$ cat config.mk
export PLATFORM = sky130hd
export DESIGN_NAME = led_matrix_scanner
export DESIGN_NICKNAME = d
export VERILOG_FILES = /design/src/rtl/led_matrix_scanner_pkg.sv /design/src/rtl/led_matrix_scanner_scan_row_counter.sv /design/src/rtl/led_matrix_scanner.sv
export SDC_FILE = /design/constraint.sdc
export NUM_CORES = 1
export LEC_CHECK = 0
export CAP_MARGIN = 20
export CORE_UTILIZATION = 40
export DETAILED_ROUTE_END_ITERATION = 8
export MAX_ROUTING_LAYER = met4
export PLACE_DENSITY_LB_ADDON = 0.08
export SLEW_MARGIN = 20
export SYNTH_ARGS = -nofsm -noshare
export SYNTH_HDL_FRONTEND = slang
export SYNTH_SLANG_ARGS = --single-unit
$ cat constraint.sdc
create_clock -name in_clka -period 1.9 [get_ports in_clka]
set_input_delay 0.57 -clock in_clka [delete_from_list [all_inputs] [get_ports in_clka]]
set_output_delay 0.57 -clock in_clka [all_outputs]
set_load 0.005 [all_outputs]
$ cat src/rtl/led_matrix_scanner_pkg.sv
// Shared definitions for the LED matrix scanner: FSM encoding, index-width
// helper and the blanked pin levels.
package led_matrix_scanner_pkg;

  typedef enum logic [1:0] {
    ST_IDLE = 2'd0,
    ST_SCAN = 2'd1,
    ST_DONE = 2'd2
  } scan_state_t;

  localparam int MAX_DIM = 16;

  // Cathodes are active-low, anodes active-high: blank means no LED can light.
  localparam logic [MAX_DIM-1:0] BLANK_CATHODE = '1;
  localparam logic [MAX_DIM-1:0] BLANK_ANODE   = '0;

  function automatic int idx_width(input int rows, input int cols);
    return $clog2(rows * cols);
  endfunction

endpackage

$ cat src/rtl/led_matrix_scanner_scan_row_counter.sv
// Combined dwell + row counter; holds at zero while not running and flags
// the final dwell cycle of the final row.
module scan_row_counter #(
  parameter int ROWS  = 8,
  parameter int DWELL = 1,
  localparam int RW   = $clog2(ROWS),
  localparam int DW   = (DWELL > 1) ? $clog2(DWELL) : 1
) (
  input  logic          clk,
  input  logic          rst_n,
  input  logic          run,
  output logic [RW-1:0] row,
  output logic          last
);

  logic [DW-1:0] dwell;
  logic          end_dwell;

  assign end_dwell = (dwell == DW'(DWELL - 1));
  assign last      = run && end_dwell && (row == RW'(ROWS - 1));

  always_ff @(posedge clk or negedge rst_n) begin
    if (!rst_n) begin
      row   <= '0;
      dwell <= '0;
    end else if (!run) begin
      row   <= '0;
      dwell <= '0;
    end else if (end_dwell) begin
      dwell <= '0;
      row   <= (row == RW'(ROWS - 1)) ? '0 : row + 1'b1;
    end else begin
      dwell <= dwell + 1'b1;
    end
  end

endmodule

$ cat src/rtl/led_matrix_scanner.sv
// Snapshots a flat LED frame on request and scans it row by row onto the
// matrix pins, with optional continuous rescan and single-LED blinking.
module led_matrix_scanner
  import led_matrix_scanner_pkg::*;
#(
  parameter int ROWS         = 8,
  parameter int COLS         = 8,
  parameter int DWELL        = 1,
  parameter int BLINK_FRAMES = 4,
  parameter int CONTINUOUS   = 0
) (
  input  logic                          in_clka,
  input  logic                          in_restart_n,
  input  logic                          in_start,
  input  logic [ROWS*COLS-1:0]          in_led_array_flat,
  input  logic                          in_blink_en,
  input  logic [idx_width(ROWS,COLS)-1:0] in_blink_index,
  output logic [ROWS-1:0]               out_row_cathode,
  output logic [COLS-1:0]               out_column_anode,
  output logic                          out_busy,
  output logic                          out_scan_done
);

  localparam int N  = ROWS * COLS;
  localparam int RW = $clog2(ROWS);
  localparam int BW = $clog2(BLINK_FRAMES + 1);

  scan_state_t   state, state_nxt;
  logic          load;
  logic [N-1:0]  snapshot, snap_nxt, blink_mask;
  logic [RW-1:0] row;
  logic          last;
  logic [BW-1:0] blink_cnt, blink_cnt_nxt;
  logic          blink_phase, blink_phase_nxt;

  scan_row_counter #(.ROWS(ROWS), .DWELL(DWELL)) u_cnt (
    .clk   (in_clka),
    .rst_n (in_restart_n),
    .run   (state == ST_SCAN),
    .row   (row),
    .last  (last)
  );

  always_comb begin
    state_nxt = state;
    load      = 1'b0;
    case (state)
      ST_IDLE: if (in_start) begin
        state_nxt = ST_SCAN;
        load      = 1'b1;
      end
      ST_SCAN: if (last) state_nxt = ST_DONE;
      ST_DONE: begin
        if (CONTINUOUS != 0) begin
          state_nxt = ST_SCAN;
          load      = 1'b1;
        end else begin
          state_nxt = ST_IDLE;
        end
      end
      default: state_nxt = ST_IDLE;
    endcase
  end

  // A snapshot taken in DONE must see the phase after this frame is counted.
  always_comb begin
    blink_cnt_nxt   = blink_cnt;
    blink_phase_nxt = blink_phase;
    if (!in_blink_en) begin
      blink_cnt_nxt   = '0;
      blink_phase_nxt = 1'b1;
    end else if (state == ST_DONE) begin
      if (blink_cnt == BW'(BLINK_FRAMES - 1)) begin
        blink_cnt_nxt   = '0;
        blink_phase_nxt = ~blink_phase;
      end else begin
        blink_cnt_nxt = blink_cnt + 1'b1;
      end
    end
  end

  // Shifting past the top bit yields zero, so out-of-range indices mask nothing.
  assign blink_mask = (in_blink_en && !blink_phase_nxt)
                      ? ({{(N-1){1'b0}}, 1'b1} << in_blink_index) : '0;
  assign snap_nxt   = in_led_array_flat & ~blink_mask;

  always_ff @(posedge in_clka or negedge in_restart_n) begin
    if (!in_restart_n) begin
      state       <= ST_IDLE;
      snapshot    <= '0;
      blink_cnt   <= '0;
      blink_phase <= 1'b1;
    end else begin
      state       <= state_nxt;
      blink_cnt   <= blink_cnt_nxt;
      blink_phase <= blink_phase_nxt;
      if (load) snapshot <= snap_nxt;
    end
  end

  always_comb begin
    out_row_cathode  = BLANK_CATHODE[ROWS-1:0];
    out_column_anode = BLANK_ANODE[COLS-1:0];
    if (state == ST_SCAN) begin
      out_row_cathode[row] = 1'b0;
      out_column_anode     = snapshot[row*COLS +: COLS];
    end
  end

  assign out_busy      = (state == ST_SCAN);
  assign out_scan_done = (state == ST_DONE);

endmodule
Yosys cells after proc, flatten, opt, wreduce, memory -nomap -nowiden:

Cells that the tools add are included.

* add/subtract/negate cells: 3
* order comparisons: 2
* equal/unequal tests: 8
* shift operators: 2
* mux-type cells: 21
* bitwise operators: 5
* reduce and logical (&&, ||, !) cells: 7

Operator list (count)
* 64-bit AND: 1
* 64-bit 2-to-1 mux: 1
* 64-bit inverter: 1
* 64-bit by 7-bit indexed part select with 8-bit output: 1
* 1-bit by 6-bit << shifter with 64-bit output (first input constant): 1
* 3-bit 2-to-1 mux: 6
* 8-bit 2-to-1 mux: 2
* 1-bit 2-to-1 mux: 8
* 8-bit inverter: 1
* 3-bit by 1-bit adder with 3-bit output (second input constant): 2
* 2-bit != test (second input constant): 3
* 1-bit logical AND: 4
* 3-bit by 4-bit < comparator with 1-bit output (second input constant): 1
* 2-bit 2-to-1 mux: 2
* 2-bit one-hot mux with 2 select lines: 1
* 1-bit demux with 3-bit select: 1
* 3-bit by 2-bit == test with 1-bit output (second input constant): 1
* 3-bit == test (second input constant): 1
* 3-bit by 1-bit >= comparator with 1-bit output (second input constant): 1
* 2-bit by 1-bit == test with 1-bit output (second input constant): 1
* 2-bit == test (second input constant): 1
* 2-bit zero test: 1
* 2-bit by 1-bit != test with 1-bit output (second input constant): 1
* 1-bit inverter: 2
* other kinds (3): 3

* flip-flop bits (word level): 74
* output and inout port bits: 18

Depth between registers and ports, before layout:

Gate-level depths: netlist (run 1).

* word-level depth: 9
* gate-level depth with buffers: 6

By module:

Synthesis (run 1) repeated with hierarchy kept, for this count alone.

* cells, all modules: 370
* area, all modules: 4050.1 um2

Modules (own cells, without submodules)
* led_matrix_scanner: times used 1, cells each 361, area each 3915.0 um2
* scan_row_counter: times used 1, cells each 9, area each 135.1 um2

Least setup slack after synthesis (run 1):

OpenSTA, ideal clock, no wires.

* path kind: reg-to-output
* from: reg u_cnt.row[0]
* to: out out_column_anode[0]
* arrival time: 1240 ps
* data required time: 1330 ps
* slack: 90 ps
* stages on the path, launching flop included: 6
* buffers on the path: 2
* path through: dfrtp_1 > buf_4 > buf_2 > mux2i_1 > o22ai_1 > o21a_1

* word-level cells in the longest chain between the ends: 2

Ends and longest elaborated chain
* start: declaration: RTL line led_matrix_scanner_scan_row_counter.sv:12 `output logic [RW-1:0] row,`
* start signal: assignment: RTL line led_matrix_scanner_scan_row_counter.sv:31 `row <= (row == RW'(ROWS - 1)) ? '0 : row + 1'b1;`
* 64-bit by 7-bit indexed part select with 8-bit output: RTL line led_matrix_scanner.sv:106 `out_column_anode = snapshot[row*COLS +: COLS];`
* 8-bit 2-to-1 mux: RTL line led_matrix_scanner.sv:104 `if (state == ST_SCAN) begin`
* end: declaration: RTL line led_matrix_scanner.sv:19 `output logic [COLS-1:0] out_column_anode,`

No other way between the ends.

Worst setup path in the final report (run 1):

* from: reg u_cnt.row[0]
* to: out out_column_anode[4]

The elaborated chain is that of the path after synthesis.

==> reports/metrics.csv, run 1 <==
metric;value;unit
maximum number of pins on one net before global-route repair;74;
Synth Area in Adders;0.00937;
Seq cells post-synth;73;
mux share of post-synthesis cell area;0.242;
via count;3544;
register area;0.00183;sq mm
Post-Synthesis Mean Instance Area;11.1;sq um
relative slew slack;0.728;
dominant cell type by area after synthesis;dfrtp_1;
worst-path fanout max;6;
H-tree depth;3;
cell with the most instances after synthesis;mux2i_1;
total CTS buffers;9;
HP Class;in2async;
Final Max Tran Viols;0;
final WL;12.5;mm
Final nets;594;
failing checks;setup timing;
critical path's top delay family;buffers and inverters;
Simple-Gate Fraction of Synth Area;0.102;
worst path bufs/invs;4;
critical path, cell by cell;buf_12 -> buf_8 -> buf_6 -> mux2i_2 -> o22ai_2 -> o21a_1 -> buf_2;
synth warn;0;
DR iter-0 viols;106;
drc violations;0;
status;complete, but fails checks;
upper clock frequency limit;417;MHz
P&R area growth vs syn;50.0;%
Synth Area in Compound Gates;0.147;
met2 GRT Util;0.374;
clk buf depth;2;
area taken by multi-input logic gates;0.00219;sq mm
ANT nets after route;0;
Post-synth EDFFs;0;
Wirelength per Cell;19.0;microns
worst path required time;1.33;ns
post-layout utilization of the core;0.618;
WHS;0.250;ns
Max Clock Skew;0.0132;ns
register area share after synthesis;0.456;
Syn Nets;437;
largest stage delay on the critical path;0.45;ns
max-cap viol count;0;
first-pass GRT wire length;19.4;mm
Die X-Extent;102;microns
# IOs;92;
Area contributors post-synth;dfrtp_1 (45%), mux2i_1 (24%), a31oi_1 (9.5%);
CP Class;reg2out;
Final setup viols;16;
XOR/XNOR Fraction of Synth Area;0.00219;
GRT busiest layer;met1;
crit path setup slack, layout;-0.500;ns
r2r endpoint;snapshot[16]$_DFFE_PN0P_;
CTS tree;yes;
worst reg2reg startpoint;state[1]$_DFFE_PN0P_;
Tot Pwr;8.67;mW
# diodes;0;
GP Congestion;0.900;
critical path launch point type;register;
number of detailed-route iterations in the first pass;4;
CTS root buf;clkbuf_8;
Worst setup endpoint;out_column_anode[4];
Worst-path clk slew;0.10;ns
Lkg Pwr;2.53;nW
layout cells sized above 1;0.293;
Post-Synthesis Cells;360;
library cells used by synthesis;38;
ys flop type;dfrtp_1;
CP arrival;1.83;ns
Post-synth ARST share;1.00;
Worst Tran Pin Value;0.408;ns
gr usage total;0.260;
P per Cell Area;1440;mW/mm^2
met1 Use GR;0.386;
top cell type's share of synthesized area;0.450;
M3 GR Usage;0.0260;
vias per cell;5.41;
number of global-route vias before repair;3478;
Core ar.;0.00973;sq mm
Starting Density;0.412;
commonest cells in the synthesized netlist;mux2i_1 (97), dfrtp_1 (72), a31oi_1 (61);
Final Hold Fails;0;
setup repair after global routing missed its margin;true;
Sum Neg Setup Slack;-4.44;ns
# hold bufs at CTS;0;
CP Capture Type;primary output;
flop2flop setup slack;0.13;ns
initial antenna violation count;0;
largest family of logic cells by synthesized area;multiplexers;
cell row count;36;
dpl hpwl;8.87;mm
Congestion Overflow GR;0;
Levels on crit path;7;
r2r worst-path depth;5;
Slowest-stage cell, CP;dfrtp_2;
clk_lat worst skew;0.35;ns
VDD IR max;546;uV
CP startpoint;u_cnt.row[0]$_DFF_PN0_;
I/O Buffers;91;
die height;102;microns
Tmin final;2.40;ns
die area;0.0104;sq mm
Cell Area, Synth;0.00401;sq mm
clk sink count;73;
Final Cycle Share;1.26;
fillers;866;
worst min path at each step:
stage                        startpoint                       end  cells past startpoint
6_report                   in_restart_n   snapshot[6]$_DFFE_PN0P_                      2
5_1_grt                    in_restart_n  snapshot[12]$_DFFE_PN0P_                      2
4_1_cts                    in_restart_n  snapshot[12]$_DFFE_PN0P_                      2
3_5_place_dp   blink_cnt[2]$_DFFE_PN0P_  blink_cnt[2]$_DFFE_PN0P_                      2
3_3_place_gp   blink_cnt[2]$_DFFE_PN0P_  blink_cnt[2]$_DFFE_PN0P_                      2
2_1_floorplan              in_restart_n  blink_cnt[0]$_DFFE_PN0P_                      0
stage by stage:
stage	worst slack, ns	instance area [sq um]	instances
3_5_place_dp	-0.386	5560	625
5_1_grt	-0.532	6010	655
6_report	-0.500	6010	655
2_1_floorplan	0.0901	4010	360
4_1_cts	-0.502	5990	655
3_3_place_gp	-0.380	5560	625
flip-flops by register name, summed over array words and instances (netlist names):
name,cells
snapshot,64
blink_cnt,3
u_cnt.row,3
state,2
blink_phase,1
cell type report:
cell class                 instances  share of cell area
tap                              133              0.0277
sequential                        73               0.305
clock inverter                     7              0.0167
timing repair buffer             172               0.264
multi-input combinational        258               0.364
clock buffer                       9              0.0206
inverter                           3             0.00187
layer usage:
metal  up-vias  wire length [microns]
li1       1696                      -
met1      1728                   6130
met5         -                      0
met2       102                   5570
met4         0                    240
met3        18                    521
cells in the final DEF (no fill, tap or decap), drive strengths merged, types with 3 or more instances in the layout:
master	synthesis	final
inv	3	6
nand2b	5	5
ha	3	3
a31oi	61	61
and4bb	3	3
clkbuf	4	10
clkdlybuf4s50	0	72
o21a	8	8
and4b	3	3
dfrtp	72	72
o22ai	16	16
and2	10	10
nor2	11	11
nor3	5	5
nor2b	3	3
buf	22	98
nand2	11	11
mux2i	97	97
a21oi	3	3
nand3	4	4
repair_timing:
item | 4_1_cts | 5_1_grt
resized for setup | 103 | 11
setup buffers | 17 | 1
endpoints found under the setup margin | 18 | 20
pin swaps | 19 | 11
cell families (layout without fill, tap and decap cells):
kind of cell / Yosys count / count (layout)
compound gates: 92 / 92
mux: 97 / 97
xor+xnor: 1 / 1
buf+inv: 29 / 191
simple gates: 65 / 65
fa+ha+maj: 3 / 3
flops: 73 / 73
power breakdown:
part | switching (mW) | internal (mW) | total, mW
Combinational | 1.86 | 2.48 | 4.34
Clock | 0.652 | 0.754 | 1.41
Sequential | 0.622 | 2.30 | 2.92
(Power assumes the default switching activity.)
==> run 2, diff against run 1 <==
TNS_END_PERCENT = 1   (was default)
==> run 2 against run 1 <==
Net effect: the run still ends with setup timing left; combinational power shrank 2%; via count shrank 1.4%; clock-buffer cell count is the same; sequential power is essentially flat; hold slack gained 0.0042 ns; fmax grew 0.66%; largest power group unchanged; highest routed layer unchanged.
==> reports/metrics.csv, run 2 (same netlist as run 1, synthesis figures left out) <==
metric;value;unit
cell row count;36;
max-cap viol count;0;
worst-path fanout max;6;
Core ar.;0.00973;sq mm
Lkg Pwr;2.51;nW
r2r worst-path depth;5;
placed cell areas;0.00556;sq mm
clk_lat worst skew;0.36;ns
Sum Neg Setup Slack;-4.78;ns
CTS tree;yes;
die height;102;microns
total CTS buffers;9;
layout cells sized above 1;0.275;
worst path required time;1.33;ns
critical path launch point type;register;
CP arrival;1.81;ns
initial antenna violation count;0;
setup repair after global routing missed its margin;true;
failing checks;setup timing;
Wirelength per Cell;18.9;microns
flop2flop setup slack;0.24;ns
clk sink count;73;
Worst Tran Pin Value;0.405;ns
Tmin final;2.38;ns
Slowest-stage cell, CP;dfrtp_2;
Final Hold Fails;0;
critical path, cell by cell;buf_12 -> buf_8 -> buf_6 -> mux2i_2 -> o22ai_2 -> o21a_1 -> buf_2;
commonest cells after routing, fill and taps aside;mux2i_1 (87), clkdlybuf4s50_1 (72), dfrtp_1 (69);
commonest non-fill, non-tap cell in the layout;mux2i_1;
HP Class;in2async;
Die X-Extent;102;microns
P&R area growth vs syn;49.3;%
drc violations;0;
Max Clock Skew;0.0138;ns
P per Cell Area;1440;mW/mm^2
worst path bufs/invs;4;
crit path setup slack, layout;-0.485;ns
GP Congestion;0.900;
via count;3493;
Worst-path clk slew;0.10;ns
vias per cell;5.38;
DR iter-0 viols;109;
ANT nets after route;0;
post-layout utilization of the core;0.615;
Final Cycle Share;1.26;
Final nets;588;
status;complete, but fails checks;
relative slew slack;0.730;
H-tree depth;3;
die area;0.0104;sq mm
critical path's top delay family;buffers and inverters;
Finished Cell Area;0.00598;sq mm
worst reg2reg startpoint;blink_cnt[0]$_DFFE_PN0P_;
VDD IR max;540;uV
Worst setup endpoint;out_column_anode[4];
Starting Density;0.412;
largest stage delay on the critical path;0.44;ns
clk buf depth;2;
first-pass GRT wire length;19.2;mm
Tot Pwr;8.58;mW
Congestion Overflow GR;0;
# IOs;92;
# diodes;0;
gr usage total;0.258;
Final Max Tran Viols;0;
upper clock frequency limit;419;MHz
max reg flops;64;
maximum number of pins on one net before global-route repair;74;
Levels on crit path;7;
I/O Buffers;91;
final WL;12.3;mm
CTS root buf;clkbuf_8;
Biggest register;snapshot;
Top Registers;snapshot x64, blink_cnt x3, u_cnt.row x3;
number of global-route vias before repair;3441;
Final setup viols;16;
CP Class;reg2out;
CP startpoint;u_cnt.row[0]$_DFF_PN0_;
dpl hpwl;8.87;mm
CP Capture Type;primary output;
number of detailed-route iterations in the first pass;4;
r2r endpoint;snapshot[20]$_DFFE_PN0P_;
[run 2: changes by cell type in the layout (fill, tap and decap cells not counted), moves of 2 or more]
cell             before  now
buf_2                17   10
buf_4                63   57
clkdlybuf4s15_1       0    6
mux2i_2               3    6
clkbuf_2              1    3
mux2i_1              89   87
[run 2: cell type report]
cell class | count | area [sq um]
Clock inverter | 7 | 100
Multi-Input combinational cell | 258 | 2180
Inverter | 3 | 11.3
Timing Repair Buffer | 166 | 1570
Fill cell | 856 | 3750
Clock buffer | 9 | 124
Tap cell | 133 | 166
Sequential cell | 73 | 1830
[run 2: power by group]
group          total [mW]  internal (mW)  switching (mW)
Combinational        4.27           2.45            1.82
Clock                1.39          0.754           0.637
Sequential           2.92           2.30           0.620
Total                8.58           5.50            3.08
[run 2: per-layer routing]
layer	track usage	wire, microns	up-vias
met2	0.368	5470	86
li1	-	-	1683
met1	0.385	6120	1708
met4	0.0758	210	0
met5	-	0	-
met3	0.0260	456	16
[run 2: timing repair]
action	4_1_cts	5_1_grt
endpoints found under the setup margin	18	20
gates cloned	0	0
hold buffers	0	0
buffers inserted	12	0
pin swaps	18	7
gates resized for setup	87	16
[run 2: worst register-to-register path, cell delays in order, from the launching register on]
cell and delay [ns]:
dfrtp_1 0.41, ha_1 0.23, and4bb_1 0.23, xnor2_2 0.22
buf_12 0.28, a31oi_1 0.15
[run 2: per-stage QoR]
| stage | setup WS [ns] | hold WS (ns) | instances |
|---|---|---|---|
| finish | -0.485 | 0.254 | 649 |
| global route | -0.530 | 0.272 | 649 |
| CTS | -0.502 | 0.255 | 650 |
| detailed placement | -0.386 | 0.530 | 625 |
| global placement | -0.380 | 0.513 | 625 |
| floorplan | 0.0901 | 0.274 | 360 |
[run 2: worst min path at each step]
stage,cells after the start,start,endpoint,slack [ns]
finish,2,in_restart_n,snapshot[6]$_DFFE_PN0P_,0.25
global route,2,in_restart_n,snapshot[12]$_DFFE_PN0P_,0.27
CTS,2,in_restart_n,snapshot[12]$_DFFE_PN0P_,0.26
detailed placement,2,blink_cnt[2]$_DFFE_PN0P_,blink_cnt[2]$_DFFE_PN0P_,0.53
global placement,2,blink_cnt[2]$_DFFE_PN0P_,blink_cnt[2]$_DFFE_PN0P_,0.51
floorplan,0,in_restart_n,blink_cnt[0]$_DFFE_PN0P_,0.27
==> run 3, diff against run 2 <==
CORE_ASPECT_RATIO = 0.75   (was default)
PLACE_DENSITY = 0.77   (was default)
PLACE_DENSITY_LB_ADDON = default   (was 0.08)
==> run 3 against run 2 <==
Net effect: the run still ends with setup timing left; first-iteration DRC count grew to 2.5 times the previous value; global-route usage is 0.63 points higher; largest power group unchanged; critical path depth is 3 lower; via count increased by 7.4%; fmax rose by 0.75%; core utilization increased by 1.5 points; sequential power rose by 1%; clock power is 50% higher; power increased by 10%.
==> reports/metrics.csv, run 3 (same netlist as run 1, synthesis figures left out) <==
metric;value;unit
CP arrival;1.80;ns
r2r worst-path depth;5;
met2 GRT Util;0.403;
worst reg2reg startpoint;blink_cnt[0]$_DFFE_PN0P_;
H-tree depth;3;
worst path required time;1.33;ns
initial antenna violation count;0;
Post-Place Setup Slack;-0.376;ns
die area;0.0104;sq mm
upper clock frequency limit;422;MHz
clk buf depth;2;
Starting Density;0.413;
post-layout utilization of the core;0.629;
I/O Buffers;91;
# diodes;0;
M3 GR Usage;0.0606;
r2r endpoint;snapshot[31]$_DFFE_PN0P_;
Final Hold Fails;0;
Core ar.;0.00970;sq mm
Final Cycle Share;1.25;
worst-path fanout max;7;
clk sink count;73;
Final Max Tran Viols;0;
CTS tree;yes;
number of global-route vias before repair;3755;
number of detailed-route iterations in the first pass;6;
DR iter-0 viols;276;
Sum Neg Setup Slack;-5.19;ns
critical path's top delay family;buffers and inverters;
clk_lat worst skew;0.33;ns
Lkg Pwr;2.54;nW
vias per cell;5.81;
CP Capture Type;primary output;
Slowest-stage cell, CP;clkdlybuf4s50_1;
met1 Use GR;0.353;
dpl hpwl;9.12;mm
first-pass GRT wire length;20.3;mm
HP Class;in2async;
CTS root buf;clkbuf_16;
critical path launch point type;register;
crit path setup slack, layout;-0.467;ns
Top Registers;snapshot x64, blink_cnt x3, u_cnt.row x3;
Final setup viols;13;
Tmin final;2.37;ns
ANT nets after route;0;
setup repair after global routing missed its margin;true;
relative slew slack;0.728;
GRT busiest layer;met2;
final WL;13.0;mm
status;complete, but fails checks;
largest stage delay on the critical path;0.50;ns
Final nets;587;
commonest non-fill, non-tap cell in the layout;mux2i_1;
Congestion Overflow GR;0;
CP Class;reg2out;
maximum number of pins on one net before global-route repair;74;
P&R area growth vs syn;52.3;%
VDD IR max;592;uV
Finished Cell Area;0.00610;sq mm
layout cells sized above 1;0.261;
Levels on crit path;4;
total CTS buffers;9;
P per Cell Area;1550;mW/mm^2
max reg flops;64;
Wirelength per Cell;20.2;microns
max-cap viol count;0;
via count;3752;
failing checks;setup timing;
cell row count;31;
Worst Tran Pin Value;0.408;ns
Worst-path clk slew;0.06;ns
Biggest register;snapshot;
WHS;0.238;ns
flop2flop setup slack;0.21;ns
die height;88.7;microns
placed cell areas;0.00554;sq mm
GP Congestion;0.871;
critical path, cell by cell;buf_4 -> and2b_2 -> nand2_1 -> clkdlybuf4s50_1;
drc violations;0;
Max Clock Skew;0.00657;ns
Die X-Extent;118;microns
worst path bufs/invs;2;
gr usage total;0.264;
# IOs;92;
commonest cells after routing, fill and taps aside;mux2i_1 (83), clkdlybuf4s50_1 (75), dfrtp_1 (69);
run 3: cell type report:
cell class | count | area [sq um]
clock buffer | 10 | 239
clock inverter | 5 | 128
fill | 743 | 3590
inverter | 3 | 11.3
multi-input combinational | 258 | 2160
sequential | 73 | 1830
tap | 132 | 165
timing repair buffer | 165 | 1570
run 3: what timing repair did:
action / 4_1_cts / 5_1_grt
hold buffers: 0 / 0
buffers inserted: 12 / 0
cloned: 1 / 0
resized for setup: 79 / 10
setup endpoints to repair: 19 / 26
pin swaps: 17 / 1
run 3: routing by layer:
layer | up-vias | part of all wire
li1 | 1680 | -
met1 | 1890 | 0.45
met2 | 159 | 0.45
met3 | 23 | 0.081
met4 | 0 | 0.015
met5 | - | 0
run 3: per-stage QoR:
stage          std cells  power (mW)
3_5_place_dp         623        6.78
6_report             646        9.45
3_3_place_gp         623        6.63
2_1_floorplan        360        4.81
5_1_grt              646        9.89
4_1_cts              647        9.37
run 3: worst max path at each step:
stage | start | to | slack [ns]
detailed placement | u_cnt.row[0]$_DFF_PN0_ | out_column_anode[1] | -0.38
global placement | u_cnt.row[0]$_DFF_PN0_ | out_column_anode[6] | -0.34
floorplan | u_cnt.row[0]$_DFF_PN0_ | out_column_anode[0] | 0.09
finish | u_cnt.row[0]$_DFF_PN0_ | out_row_cathode[4] | -0.47
global route | u_cnt.row[0]$_DFF_PN0_ | out_row_cathode[4] | -0.52
CTS | u_cnt.row[0]$_DFF_PN0_ | out_row_cathode[2] | -0.45
run 3: power breakdown:
group / leakage [nW] / total [mW] / switching, mW / internal, mW
Combinational: 1.49 / 4.39 / 1.89 / 2.51
Sequential: 0.872 / 2.96 / 0.658 / 2.31
Clock: 0.175 / 2.09 / 0.646 / 1.44
